===== src/rtl/uart_pkg.sv =====
// Shared types and constants for the UART transmit path.
package uart_pkg;

    typedef enum logic [2:0] {
        ST_IDLE   = 3'd0,
        ST_START  = 3'd1,
        ST_DATA   = 3'd2,
        ST_PARITY = 3'd3,
        ST_STOP   = 3'd4
    } uart_tx_state_t;

    localparam int unsigned UART_PAR_NONE = 0;
    localparam int unsigned UART_PAR_EVEN = 1;
    localparam int unsigned UART_PAR_ODD  = 2;

endpackage


===== src/rtl/uart_baud_counter.sv =====
// Bit-period timer: bit_end pulses in the last clk cycle of each N-cycle bit.
module uart_baud_counter #(
    parameter int unsigned N = 16
) (
    input  logic clk,
    input  logic resetn,
    input  logic en,
    output logic bit_end
);

    localparam int unsigned CW = (N > 1) ? $clog2(N) : 1;

    logic [CW-1:0] cnt;

    assign bit_end = en && (cnt == CW'(N - 1));

    // Cleared whenever disabled so every frame starts on a fresh bit boundary.
    always_ff @(posedge clk or posedge resetn) begin
        if (resetn) begin
            cnt <= '0;
        end else if (!en || bit_end) begin
            cnt <= '0;
        end else begin
            cnt <= cnt + CW'(1);
        end
    end

endmodule


===== src/rtl/uart_tx_stream.sv =====
// Stream-fed UART transmitter: accepts one word per frame and serialises it on tx.
module uart_tx_stream
    import uart_pkg::*;
#(
    parameter int unsigned C_DATA_WIDTH   = 8,
    parameter int unsigned C_CLKS_PER_BIT = 16,
    parameter int unsigned C_PARITY       = 0,
    parameter int unsigned C_STOP_BITS    = 1
) (
    input  logic                    clk,
    input  logic                    resetn,
    input  logic                    s_valid,
    output logic                    s_ready,
    input  logic [C_DATA_WIDTH-1:0] s_data,
    output logic                    tx,
    output logic                    busy
);

    localparam int unsigned W   = C_DATA_WIDTH;
    localparam int unsigned BCW = $clog2((W > 2) ? W : 2);

    uart_tx_state_t state_q, state_d;
    logic [W-1:0]   shreg_q, shreg_d;
    logic [BCW-1:0] bit_cnt_q, bit_cnt_d;
    logic           par_q, par_d;
    logic           tx_d;
    logic           busy_d;
    logic           bit_end;
    logic           accept;

    assign s_ready = (state_q == ST_IDLE) && !resetn;
    assign accept  = s_valid && s_ready;

    uart_baud_counter #(
        .N (C_CLKS_PER_BIT)
    ) u_baud (
        .clk     (clk),
        .resetn  (resetn),
        .en      (state_q != ST_IDLE),
        .bit_end (bit_end)
    );

    always_ff @(posedge clk or posedge resetn) begin
        if (resetn) begin
            state_q   <= ST_IDLE;
            shreg_q   <= '0;
            bit_cnt_q <= '0;
            par_q     <= 1'b0;
            tx        <= 1'b1;
            busy      <= 1'b0;
        end else begin
            state_q   <= state_d;
            shreg_q   <= shreg_d;
            bit_cnt_q <= bit_cnt_d;
            par_q     <= par_d;
            tx        <= tx_d;
            busy      <= busy_d;
        end
    end

    // tx is computed one edge ahead so the line changes exactly on bit boundaries.
    always_comb begin
        state_d   = state_q;
        shreg_d   = shreg_q;
        bit_cnt_d = bit_cnt_q;
        par_d     = par_q;
        tx_d      = tx;

        unique case (state_q)
            ST_IDLE: begin
                tx_d = 1'b1;
                if (accept) begin
                    state_d   = ST_START;
                    shreg_d   = s_data;
                    bit_cnt_d = '0;
                    par_d     = (^s_data) ^ (C_PARITY == UART_PAR_ODD);
                    tx_d      = 1'b0;
                end
            end
            ST_START: begin
                if (bit_end) begin
                    state_d = ST_DATA;
                    tx_d    = shreg_q[0];
                end
            end
            ST_DATA: begin
                if (bit_end) begin
                    if (bit_cnt_q == BCW'(W - 1)) begin
                        bit_cnt_d = '0;
                        if (C_PARITY != UART_PAR_NONE) begin
                            state_d = ST_PARITY;
                            tx_d    = par_q;
                        end else begin
                            state_d = ST_STOP;
                            tx_d    = 1'b1;
                        end
                    end else begin
                        bit_cnt_d = bit_cnt_q + BCW'(1);
                        shreg_d   = {1'b0, shreg_q[W-1:1]};
                        tx_d      = shreg_q[1];
                    end
                end
            end
            ST_PARITY: begin
                if (bit_end) begin
                    state_d = ST_STOP;
                    tx_d    = 1'b1;
                end
            end
            ST_STOP: begin
                tx_d = 1'b1;
                if (bit_end) begin
                    if (bit_cnt_q == BCW'(C_STOP_BITS - 1)) begin
                        state_d   = ST_IDLE;
                        bit_cnt_d = '0;
                    end else begin
                        bit_cnt_d = bit_cnt_q + BCW'(1);
                    end
                end
            end
            default: begin
                state_d = ST_IDLE;
                tx_d    = 1'b1;
            end
        endcase

        busy_d = (state_d != ST_IDLE);
    end

endmodule


===== config.mk =====
export PLATFORM = sky130hd
export DESIGN_NAME = uart_tx_stream
export DESIGN_NICKNAME = d
export VERILOG_FILES = /design/src/rtl/uart_pkg.sv /design/src/rtl/uart_baud_counter.sv /design/src/rtl/uart_tx_stream.sv
export SDC_FILE = /design/constraint.sdc
export NUM_CORES = 1
export LEC_CHECK = 0
export BUFFER_PORTS_ARGS = -buffer_cell sky130_fd_sc_hd__buf_4
export CAP_MARGIN = 10
export CORE_MARGIN = 4
export CORE_UTILIZATION = 59
export CTS_BUF_LIST = sky130_fd_sc_hd__clkbuf_4
export DETAILED_ROUTE_END_ITERATION = 6
export GPL_TIMING_DRIVEN = 0
export PLACE_DENSITY = 0.89
export SETUP_SLACK_MARGIN = 0.2
export SLEW_MARGIN = 10
export SYNTH_ARGS = -nofsm -noshare
export SYNTH_HDL_FRONTEND = slang
export SYNTH_SLANG_ARGS = --single-unit

===== constraint.sdc =====
create_clock -name clk -period 2 [get_ports clk]
set_clock_uncertainty 0.1 [all_clocks]
set_input_delay 0.4 -clock clk [delete_from_list [all_inputs] [get_ports clk]]
set_output_delay 0.4 -clock clk [all_outputs]
set_load 0.02 [all_outputs]

==> summary.md, run 1 <==
| Metric | Value |
|---|---|
| Clk network pwr share | 18.3% |
| Tmin final | 1970 ps |
| Drt first pass iters | 4 |
| YS warnings | 0 |
| Diodes inserted | 0 |
| Via Count | slightly below 900 |
| Layout cells sized above 1 | 48.4% |
| Initial Util | 64.2% |
| Maximum vdd drop | 973 µV |
| Routed Antenna Nets | 0 |
| Flops & latches, synth | 20 |
| Seq/Total Area, Yosys | between 40% and 50% |
| Crit path largest cell delay | ~420 ps |
| # port buffers | 13 |
| Int Pwr | 1.21 mW |
| Tcrit/Tclk final | 98.3% |
| Mean Syn Cell Area | 11.6 µm² |
| Final wirelength | 2960 µm |
| Worst r2r dst | shreg_q[6] |
| Worst path most repeated cell | buf_6 |
| Pwr dens | 1240 nW/µm² |
| Post-synthesis cell count | 99 |
| Final instance area | 1510 µm² |
| Row cnt | 15 |
| Critical path buffer and inverter count | 2 |
| Placer Congestion | 0.836 |
| Vias in the first global route | between 800 and 900 |
| Req. time, crit path | 1500 ps |
| Setup-failing EPs final | 0 |
| Routed met3 length | ~130 µm |
| CTS Buf Count | 3 |
| Synth cell types | 36 |
| CTS Root Cell | clkbuf_4 |
| Max_slew headroom | 49.2% |
| Final Net Count | 144 |
| Drt wl/cell | 19.4 µm |
| CP Cell Sequence | buf_6 -> or3_4 -> nor2_4 -> buf_6 |
| Post-synth top area share | around 42% |
| Io pins | 14 |
| Number of remaining DRC errors | 0 |
| Switching fraction of total power | 35.0% |
| Top delay family on crit path | simple AND/OR/NAND/NOR gates |
| Least-Margin Pin Slew | 761 ps |
| Comb power frac | 43.5% |
| Mapped cell area | approximately 1100 µm² |
| Vias per cell | 5.76 |
| Synth area leader | dfrtp_1 |
| Wl on met1 | approximately 1100 µm |
| Detailed Route Iter0 Violations | 25 |
| Crit path kind | reg -> out |
| Worst hold path type | in -> async |
| Status | completed |
| Pre-CTS WS | 229 ps |
| Final WS setup | 34.4 ps |
| Sw Pwr | 0.652 mW |
| Startpoint Class | register |
| Total power | about 1.9 mW |
| Total die area | 2710 µm² |
| Endpoint type of the worst setup path | output port |
| Worst-path fanout max | 2 |
| Syn nets | 114 |
| CTS max path bufs | 2 |
| Filler cell count | 87 |
| RSZ-0062 raised after global routing | true |
| Post-DP HPWL | 1600 µm |
| R2r setup slk | 180 ps |
| Final Hold Viols | 0 |
| Register share of total power | between 30% and 40% |
| Max Slew Vio Count | 0 |
| Grt ovf | 0 |
| RR Startpoint | state_q[0] |
| Slowest cell on crit path | dfrtp_1 |
| Wire length on met2 | between 1500 and 2000 µm |
| Largest net degree at the start of global routing | 21 |
| Worst-Skew Late Latency | 310 ps |
| Number of hold buffers added after CTS | 0 |
| Die X-Extent | 52.1 µm |
| CTS clock-pin slew for the worst setup and hold paths | between 100 and 150 ps |
| First-pass GRT wire length | ~4000 µm |
| DR top layer | met4 |
| Area delta synth->final | 31.9% |
| Setup TNS | 0 ps |
| Clock sinks | 20 |
| Max-Cap Viols | 0 |
| R2R cell count | 6 |
| CTS tree | done |
| H-tree depth reported by CTS | 1 |
| Dpl cell area | 1270 µm² |
| Synth area leaders | dfrtp_1 (42%), mux2_1 (8.9%), mux2_2 (5.9%), ha_1 (4.4%), o21ai_0 (2.6%) |
| Initial antenna violation count | 0 |
| WP data arrival | between 1000 and 1500 ps |
| All-Layer GR Usage | 19.6% |
| Leakage power | approximately 0.73 nW |
| Core Box Area | 1780 µm² |
| Max Freq | a little over 0.5 GHz |
| Chip height | 52.1 µm |
[layout make-up]
cell class	count	area (µm²)	share of cell area, %
clock buffers	3	22.5	1.49
well taps	25	31.3	2.07
flip-flops and latches	20	502	33.2
inverters	5	18.8	1.24
clock inverters	1	30.0	1.99
plain buffers	3	33.8	2.24
repair buffers	25	211	14.0
multi-input cells	71	661	43.7
[cells in the mapped netlist]
cell / n
buf_4: 1
xor2_1: 2
and3_4: 1
mux2_1: 9
inv_1: 4
a21o_1: 1
mux2_4: 2
dfstp_2: 1
ha_1: 4
nor3b_1: 1
and3_1: 1
a32oi_2: 1
o22ai_1: 1
inv_2: 1
nand3_1: 3
or3_1: 1
nand2b_1: 4
nand2_1: 3
mux2i_1: 1
nor3_1: 2
dfrtp_1: 19
a22oi_1: 1
buf_6: 2
a221oi_1: 1
nand3b_1: 1
nand4_4: 1
and2_1: 1
o21ai_4: 1
o22a_1: 1
nor2_2: 3
o21ai_0: 6
nor2b_1: 2
a221o_2: 1
nor2_1: 8
nor3_4: 1
mux2_2: 6
[registers in the layout (all words and copies together) (netlist names)]
name	flops
bit_cnt_q	3
busy	1
shreg_q	8
state_q	3
tx	1
u_baud.cnt	4
[through the flow]
stage                     utilization [%]  std cells  hold slack [ps]
after floorplan                         -         99              263
after global placement               71.4        137              349
after detailed placement             71.4        137              359
after CTS                            77.8        147              170
after global routing                 84.7        153              187
final                                84.7        153              141
[metal layers]
| layer | global-route usage, % | up-vias |
|---|---|---|
| met1 | 25.5 | 434 |
| met5 | 0 | - |
| met3 | 4.01 | 2 |
| met4 | 3.06 | 0 |
| li1 | - | 407 |
| met2 | 33.9 | 38 |
[layout by cell type (no fill, tap or decap), drive strengths merged]
| master | count |
|---|---|
| and2 | 1 |
| nand2 | 3 |
| mux2 | 17 |
| clkbuf | 3 |
| dfrtp | 19 |
| a21o | 1 |
| a22oi | 1 |
| a221oi | 1 |
| bufinv | 1 |
| o22ai | 1 |
| a32oi | 1 |
| and3 | 2 |
| nor2b | 2 |
| dfstp | 1 |
| nand3 | 3 |
| a221o | 1 |
| o21ai | 7 |
| nand4 | 1 |
| buf | 28 |
| or3 | 1 |
| o22a | 1 |
| nand3b | 1 |
| nor3 | 3 |
| nor3b | 1 |
| nor2 | 11 |
| nand2b | 4 |
| inv | 5 |
| ha | 4 |
| mux2i | 1 |
| xor2 | 2 |
[worst register-to-register path, stage by stage (launching register included)]
cell     delay, ps
dfrtp_1        430
buf_6          130
buf_6          110
nor3_4         210
buf_12         170
mux2_4         310
mux2_4         280
[cell families after synthesis]
logic type,after synthesis,synth area share (%)
muxes,18,18.3
xor gates and xnor gates,2,1.53
AOI/OAI and AO/OA,14,9.84
adders and majority gates,4,4.37
DFF,20,43.8
buffers and inverters,8,4.26
and+or+nand+nor,33,17.9
[worst max-delay path by stage]
| stage | startpoint | to | slack (ps) | cells past startpoint |
|---|---|---|---|---|
| finish | state_q[1] | s_ready | 30 | 4 |
| floorplan | state_q[2] | s_ready | 250 | 3 |
| global placement | state_q[2] | s_ready | 260 | 4 |
| detailed placement | state_q[2] | s_ready | 230 | 4 |
| global route | state_q[0] | s_ready | 3 | 4 |
| CTS | state_q[1] | s_ready | 50 | 4 |
[power groups by stage]
stage / Clock (mW) / Sequential (mW) / Combinational [mW]
after global placement: 0 / 0.687 / 0.550
after detailed placement: 0 / 0.699 / 0.576
after CTS: 0.335 / 0.683 / 0.648
after floorplan: 0 / 0.692 / 0.433
final: 0.341 / 0.713 / 0.811
after global routing: 0.353 / 0.728 / 0.884
[what timing repair did]
item,in CTS,in global routing
endpoints found under the setup margin,1,11
pin swaps,1,4
resized for setup,4,18
setup buffers,6,6
Power figures use the tool's default switching activity.
==> run 2, diff against run 1 <==
--- a/config.mk
+++ b/config.mk
@@ -5,6 +5,7 @@
 export SDC_FILE = /design/constraint.sdc
 export NUM_CORES = 1
 export LEC_CHECK = 0
+export ABC_AREA = 1
 export BUFFER_PORTS_ARGS = -buffer_cell sky130_fd_sc_hd__buf_4
 export CAP_MARGIN = 10
 export CORE_MARGIN = 4
@@ -12,7 +13,7 @@
 export CTS_BUF_LIST = sky130_fd_sc_hd__clkbuf_4
 export DETAILED_ROUTE_END_ITERATION = 6
 export GPL_TIMING_DRIVEN = 0
-export PLACE_DENSITY = 0.89
+export PLACE_DENSITY = 0.88
 export SETUP_SLACK_MARGIN = 0.2
 export SLEW_MARGIN = 10
 export SYNTH_ARGS = -nofsm -noshare
==> summary.md, run 2 <==
| Metric | Value |
|---|---|
| Worst-Skew Late Latency | 310 ps (about the same) |
| Drt first pass iters | 4 (unchanged) |
| Crit path largest cell delay | 440 ps (+20 ps) |
| Synth area leaders | dfrtp_1 (39%), nand2_1 (20%), nand3_1 (7.8%), ha_1 (4.1%), inv_1 (4.0%) |
| All-Layer GR Usage | 21.6% (+2.0 points) |
| Syn nets | 175 (+54%) |
| Status | completed |
| Max Freq | 0.580 GHz (+14%) |
| Comb power frac | 4.0% (-40 points) |
| Core Box Area | 1960 µm² (+10%) |
| # port buffers | 13 (unchanged) |
| Crit path kind | reg -> out |
| R2R cell count | 8 (+2) |
| Count leader, synth | nand2_1 |
| Post-synth top area share | 39.1% (-2.5 points) |
| Post-DP HPWL | 1830 µm (+15%) |
| Via Count | 1094 (+24%) |
| Synth cell types | 25 (-31%) |
| Placed cells | 200 (+46%) |
| Detailed Route Iter0 Violations | 38 (+52%) |
| Filler cell count | 171 (+97%) |
| Chip height | 53.4 µm (+2.6%) |
| Area delta synth->final | 18.5% |
| Tmin final | 1720 ps (-241 ps) |
| Flops & latches, synth | 20 (unchanged) |
| Vias per cell | 5.21 (-9.5%) |
| Max Slew Vio Count | 0 (unchanged) |
| CTS max path bufs | 2 (unchanged) |
| Placer Congestion | 0.849 (+1.6%) |
| WHS | 162 ps (+21.4 ps) |
| Largest family of logic cells by synthesized area | simple AND/OR/NAND/NOR gates |
| Switching fraction of total power | 21.8% (-13 points) |
| Total die area | 2850 µm² (+5.4%) |
| Setup TNS | 0 ps (unchanged) |
| Layout cells sized above 1 | 24.6% (-24 points) |
| YS warnings | 0 (unchanged) |
| Clock sinks | 20 (unchanged) |
| Startpoint Class | register |
| H-tree depth reported by CTS | 1 (unchanged) |
| Register Area | 504 µm² (+0.50%) |
| CTS Root Cell | clkbuf_4 |
| Synth async-reset ratio | 100% (unchanged) |
| CTS clock-pin slew for the worst setup and hold paths | 110 ps (-20 ps) |
| Adder-cell share of the synthesized area | 4.11% (-0.26 points) |
| Grt ovf | 0 (unchanged) |
| First-pass GRT wire length | 4420 µm (+10%) |
| Most common cell after layout, fill and taps aside | nand2_1 |
| Worst-path fanout max | 5 (+3) |
| Io pins | 14 (unchanged) |
| Top reg by flops | shreg_q |
| Clk network pwr share | 31.4% (+13 points) |
| CP Cell Sequence | nor2_4 -> nand2_4 -> nor2_4 -> buf_4 |
| Initial antenna violation count | 0 (unchanged) |
| Row cnt | 16 (+1) |
| Tcrit/Tclk final | 86.2% (-12 points) |
| CTS Buf Count | 3 (unchanged) |
| Initial Util | 62.1% (-2.2 points) |
| Diodes inserted | 0 (unchanged) |
| Number of hold buffers added after CTS | 0 (unchanged) |
| Largest net degree at the start of global routing | 22 (+4.8%) |
| Post-synthesis cell count | 160 (+62%) |
| XOR/XNOR Fraction of Synth Area | 0.719% (-0.81 points) |
| Mean Syn Cell Area | 7.61 µm² (-34%) |
| Pwr dens | 434 nW/µm² (-65%) |
| Vias in the first global route | 1039 (+16%) |
| Maximum vdd drop | 502 µV (-48%) |
| RSZ-0062 raised after global routing | true |
| Biggest regs | shreg_q x8, u_baud.cnt x4 |
| Least-Margin Pin Slew | 777 ps (+16.4 ps) |
| Worst path most repeated cell | nor2_4 |
| Simple-gate area share of the yosys netlist | 44.8% (+27 points) |
| Max_slew headroom | 48.1% (-1.1 points) |
| EDFF count, synth | 0 (unchanged) |
| Slowest cell on crit path | dfrtp_2 |
| Area occupied by multi-input gates | 664 µm² (+0.57%) |
| Drt wl/cell | 12.2 µm (-37%) |
| Final Net Count | 199 (+38%) |
| Routed Antenna Nets | 0 (unchanged) |
| Setup-failing EPs final | 0 (unchanged) |
| Int Pwr | 0.490 mW (-60%) |
| Req. time, crit path | 1500 ps (about the same) |
| Register share of total power | 64.5% (+26 points) |
| Final wirelength | 2550 µm (-14%) |
| Die X-Extent | 53.4 µm (+2.6%) |
| Endpoint type of the worst setup path | output port |
| Synth area leader | dfrtp_1 |
| Largest register FFs | 8 (unchanged) |
| Leakage power | 0.841 nW (+15%) |
| Commonest register cell after synthesis | dfrtp_1 |
| WP data arrival | 1220 ps (-250 ps) |
| Number of remaining DRC errors | 0 (unchanged) |
| Sw Pwr | 0.137 mW (-79%) |
| CTS tree | done |
| Final Hold Viols | 0 (unchanged) |
| Multiplexer area fraction after synthesis | 0% (-18 points) |
| Synth top cells by count | nand2_1 (64), dfrtp_1 (19), nand3_1 (19) |
| Compound-Gate Fraction of Synth Area | 3.29% (-6.5 points) |
| Commonest non-fill, non-tap cells in the layout | nand2_1 (64), nand3_1 (19), buf_4 (19), dfrtp_1 (17), inv_1 (13) |
| Max-Cap Viols | 0 (unchanged) |
| Final cell count without fillers | 210 (+37%) |
| Worst hold path type | in -> async |
| Seq/Total Area, Yosys | 41.2% (-2.6 points) |
| Mapped cell area | 1220 µm² (+6.3%) |
## run 2: final cells by class
class / count / share of cell area (%)
sequential: 20 / 35.0
timing repair buffer: 19 / 9.89
inverter: 16 / 4.16
multi-input combinational: 123 / 46.1
clock buffer: 3 / 1.56
clock inverter: 1 / 0.260
tap: 27 / 2.34
buffer: 1 / 0.781
## run 2: worst paths after layout
path	from	end	slack, ps
max in group asynchronous	resetn	state_q[2]	1110
min in group clk	s_valid	state_q[0]	240
setup / recovery	state_q[0]	s_ready	280
hold / removal	resetn	shreg_q[7]	160
hold reg to reg	u_baud.cnt[0]	u_baud.cnt[0]	360
setup reg to reg	bit_cnt_q[1]	shreg_q[0]	290
## run 2: kinds of logic (layout without fill, tap and decap cells)
logic type | after synthesis | count (layout)
AO/OA/AOI/OAI | 6 | 6
XOR/XNOR | 1 | 1
adder cells (fa/ha/maj) | 4 | 4
buffers and inverters | 17 | 40
flip-flops | 20 | 20
AND/OR/NAND/NOR | 112 | 112
## run 2: per-layer routing
| metal | vias to the layer above | share of wire [%] | track usage [%] |
|---|---|---|---|
| li1 | 551 | - | - |
| met1 | 521 | 42 | 27.2 |
| met2 | 17 | 53 | 36.1 |
| met3 | 5 | 2.7 | 1.97 |
| met4 | 0 | 2.2 | 11.5 |
| met5 | - | 0 | 0 |
## run 2: metrics by stage
step           util (%)  area (µm²)  total power [mW]  setup WS [ps]
2_1_floorplan         -        1220             0.419            453
3_3_place_gp       68.8        1350             0.437            149
5_1_grt            73.5        1440             0.657            175
4_1_cts            71.5        1400             0.632            211
3_5_place_dp       68.8        1350             0.437            105
6_report           73.5        1440             0.626            275
## run 2: repair_timing
item / CTS / global route
pin swaps: 0 / 2
buffers inserted: 3 / 3
setup endpoints to repair: 1 / 9
gates resized for setup: 3 / 4
endpoints found under the hold margin: 0 / 0
## run 2: worst max-delay path: cells and delay by family, from the launching register on
| kind | cells | cell delay (ps) |
|---|---|---|
| DFF | 1 | 440 |
| and+or+nand+nor | 3 | 330 |
| buffers and inverters | 1 | 140 |
## run 2: power groups by stage
stage | Sequential [mW] | Clock (mW) | Combinational [mW]
2_1_floorplan | 0.412 | 0 | 0.00702
3_3_place_gp | 0.412 | 0 | 0.0246
3_5_place_dp | 0.412 | 0 | 0.0252
5_1_grt | 0.404 | 0.225 | 0.0276
6_report | 0.404 | 0.197 | 0.0252
4_1_cts | 0.404 | 0.202 | 0.0254
==> run 3, diff against run 2 <==
--- a/config.mk
+++ b/config.mk
@@ -6,14 +6,14 @@
 export NUM_CORES = 1
 export LEC_CHECK = 0
 export ABC_AREA = 1
-export BUFFER_PORTS_ARGS = -buffer_cell sky130_fd_sc_hd__buf_4
 export CAP_MARGIN = 10
 export CORE_MARGIN = 4
-export CORE_UTILIZATION = 59
+export CORE_UTILIZATION = 65
 export CTS_BUF_LIST = sky130_fd_sc_hd__clkbuf_4
 export DETAILED_ROUTE_END_ITERATION = 6
+export DONT_BUFFER_PORTS = 1
 export GPL_TIMING_DRIVEN = 0
-export PLACE_DENSITY = 0.88
+export PLACE_DENSITY = 0.89
 export SETUP_SLACK_MARGIN = 0.2
 export SLEW_MARGIN = 10
 export SYNTH_ARGS = -nofsm -noshare
==> summary.md, run 3 (synthesis results as in run 2) <==
| Metric | Value |
|---|---|
| Clk network pwr share | 34.9% (+3.5 points) |
| Top delay family on crit path | simple AND/OR/NAND/NOR gates |
| CTS Buf Count | 3 (unchanged) |
| Worst hold path type | in -> async |
| Final Hold Viols | 0 (unchanged) |
| Post-DP HPWL | 1760 µm (-3.7%) |
| Max_slew headroom | 46.4% (-1.7 points) |
| Int Pwr | 0.497 mW (+1.4%) |
| Req. time, crit path | 1500 ps (about the same) |
| CP Depth | 3 (-1) |
| Crit path kind | reg -> out |
| Number of remaining DRC errors | 0 (unchanged) |
| RR Startpoint | bit_cnt_q[0] |
| Worst-Skew Late Latency | 320 ps (about the same) |
| R2R cell count | 8 (unchanged) |
| Io pins | 14 (unchanged) |
| Number of hold buffers added after CTS | 0 (unchanged) |
| Drt first pass iters | 4 (unchanged) |
| Max-Cap Viols | 0 (unchanged) |
| Biggest regs | shreg_q x8, u_baud.cnt x4 |
| CTS clock-pin slew for the worst setup and hold paths | 120 ps (about the same) |
| Drt wl/cell | 12.9 µm (+5.7%) |
| Setup crit end | s_ready |
| Worst-path fanout max | 5 (unchanged) |
| Commonest non-fill, non-tap cells in the layout | nand2_1 (63), nand3_1 (19), dfrtp_1 (17), inv_1 (13), nor2_1 (11) |
| Vias per cell | 5.52 (+6.0%) |
| Setup TNS | 0 ps (unchanged) |
| H-tree depth reported by CTS | 1 (unchanged) |
| Area occupied by multi-input gates | 662 µm² (-0.38%) |
| Row cnt | 15 (-1) |
| WP data arrival | 1260 ps (+40 ps) |
| Final Net Count | 184 (-7.5%) |
| Max Freq | 0.569 GHz (-1.9%) |
| Largest register FFs | 8 (unchanged) |
| Worst r2r dst | shreg_q[0] |
| Final core occ | 76.1% (+2.6 points) |
| Placer Congestion | 0.884 (+4.0%) |
| Grt ovf | 0 (unchanged) |
| Least-Margin Pin Slew | 803 ps (+25.7 ps) |
| Core Box Area | 1750 µm² (-11%) |
| Area delta synth->final | 9.15% |
| Status | completed |
| Die X-Extent | 51.3 µm (-4.0%) |
| Filler cell count | 134 (-22%) |
| Register share of total power | 63.7% (-0.8 points) |
| CTS max path bufs | 2 (unchanged) |
| Tcrit/Tclk final | 87.9% (+1.7 points) |
| CTS tree | done |
| Setup-failing EPs final | 0 (unchanged) |
| Register Area | 504 µm² (unchanged) |
| Comb power frac | 1.4% (-2.6 points) |
| Sw Pwr | 0.138 mW (+1.2%) |
| WHS | 2.20 ps (-160 ps) |
| Chip height | 51.3 µm (-4.0%) |
| Maximum vdd drop | 512 µV (+2.0%) |
| Diodes inserted | 0 (unchanged) |
| Most common cell after layout, fill and taps aside | nand2_1 |
| Startpoint Class | register |
| All-Layer GR Usage | 22.3% (+0.70 points) |
| Routed Antenna Nets | 0 (unchanged) |
| Pwr dens | 478 nW/µm² (+10%) |
| Total die area | 2630 µm² (-7.9%) |
| Largest net degree at the start of global routing | 22 (unchanged) |
| CP Cell Sequence | nor2_2 -> nand2_4 -> nor2_4 |
| Initial Util | 69.7% (+7.7 points) |
| Endpoint type of the worst setup path | output port |
| RSZ-0062 raised after global routing | true |
| CP startpoint | state_q[1] |
| Critical path buffer and inverter count | 0 (-1) |
| Switching fraction of total power | 21.8% (-0.024 points) |
| First-pass GRT wire length | 4330 µm (-1.9%) |
| Final wirelength | 2480 µm (-2.9%) |
| R2r setup slk | 290 ps (about the same) |
| Layout cells sized above 1 | 19.0% (-5.5 points) |
| Crit path largest cell delay | 450 ps (about the same) |
| Tmin final | 1760 ps (+34.2 ps) |
| Initial antenna violation count | 0 (unchanged) |
| Via Count | 1066 (-2.6%) |
| # port buffers | 0 (-13) |
| Slowest cell on crit path | dfrtp_2 |
| CTS Root Cell | clkbuf_4 |
| Max Slew Vio Count | 0 (unchanged) |
| Detailed Route Iter0 Violations | 15 (-61%) |
| Top reg by flops | shreg_q |
| Vias in the first global route | 1029 (-0.96%) |
| Leakage power | 0.770 nW (-8.5%) |
| Clock sinks | 20 (unchanged) |
==> run 3: cell count changes in the layout (fill, tap and decap cells not counted), sizes merged <==
| cell | delta |
|---|---|
| clkinv | -1 |
| buf | -15 |
| clkbuf | +1 |
==> run 3: layout make-up <==
cell class	count	share of cell area (%)
Multi-Input combinational cell	123	49.8
Sequential cell	20	37.9
Buffer	1	0.847
Inverter	16	4.52
Timing Repair Buffer	4	2.26
Clock buffer	4	2.26
Tap cell	25	2.35
==> run 3: worst min-delay path by stage <==
stage | start | endpoint | cells past startpoint
after floorplan | resetn | bit_cnt_q[0] | 1
after global placement | u_baud.cnt[0] | u_baud.cnt[0] | 1
after detailed placement | u_baud.cnt[0] | u_baud.cnt[0] | 1
after CTS | resetn | bit_cnt_q[2] | 1
after global routing | resetn | shreg_q[7] | 1
final | resetn | shreg_q[7] | 1
==> run 3: through the flow <==
stage | instance area (µm²) | std cells | setup slack (ps) | power (mW)
detailed placement | 1250 | 185 | 208 | 0.421
global route | 1330 | 193 | 180 | 0.653
CTS | 1290 | 189 | 201 | 0.636
finish | 1330 | 193 | 241 | 0.635
floorplan | 1220 | 160 | 453 | 0.419
global placement | 1250 | 185 | 286 | 0.421
==> run 3: power by group through the flow <==
stage	combinational (mW)	clock [mW]	sequential (mW)
floorplan	0.00702	0	0.412
finish	0.00892	0.222	0.404
global route	0.0104	0.238	0.404
CTS	0.00936	0.223	0.404
global placement	0.00887	0	0.412
detailed placement	0.00933	0	0.412
==> run 3: worst reg2reg max path: stages (launching register included) <==
cell     delay [ps]
dfrtp_1         420
ha_1            210
ha_1            210
nor2_2          160
nand2_2         110
nand2_4         100
buf_4           150
nand3_1         110
nand2_1          90
==> run 3: metal layers <==
layer / GRT usage, % / routed length [µm]
met5: 0 / 0
met4: 12.2 / 85
met3: 5.54 / 121
met2: 36.1 / 1210
met1: 27.2 / 1060
==> run 3: what timing repair did <==
action                     in CTS  in global routing
setup buffers                   0                  4
gates resized for setup         3                  4
setup endpoints to repair       6                  9
pin swaps                       0                  2
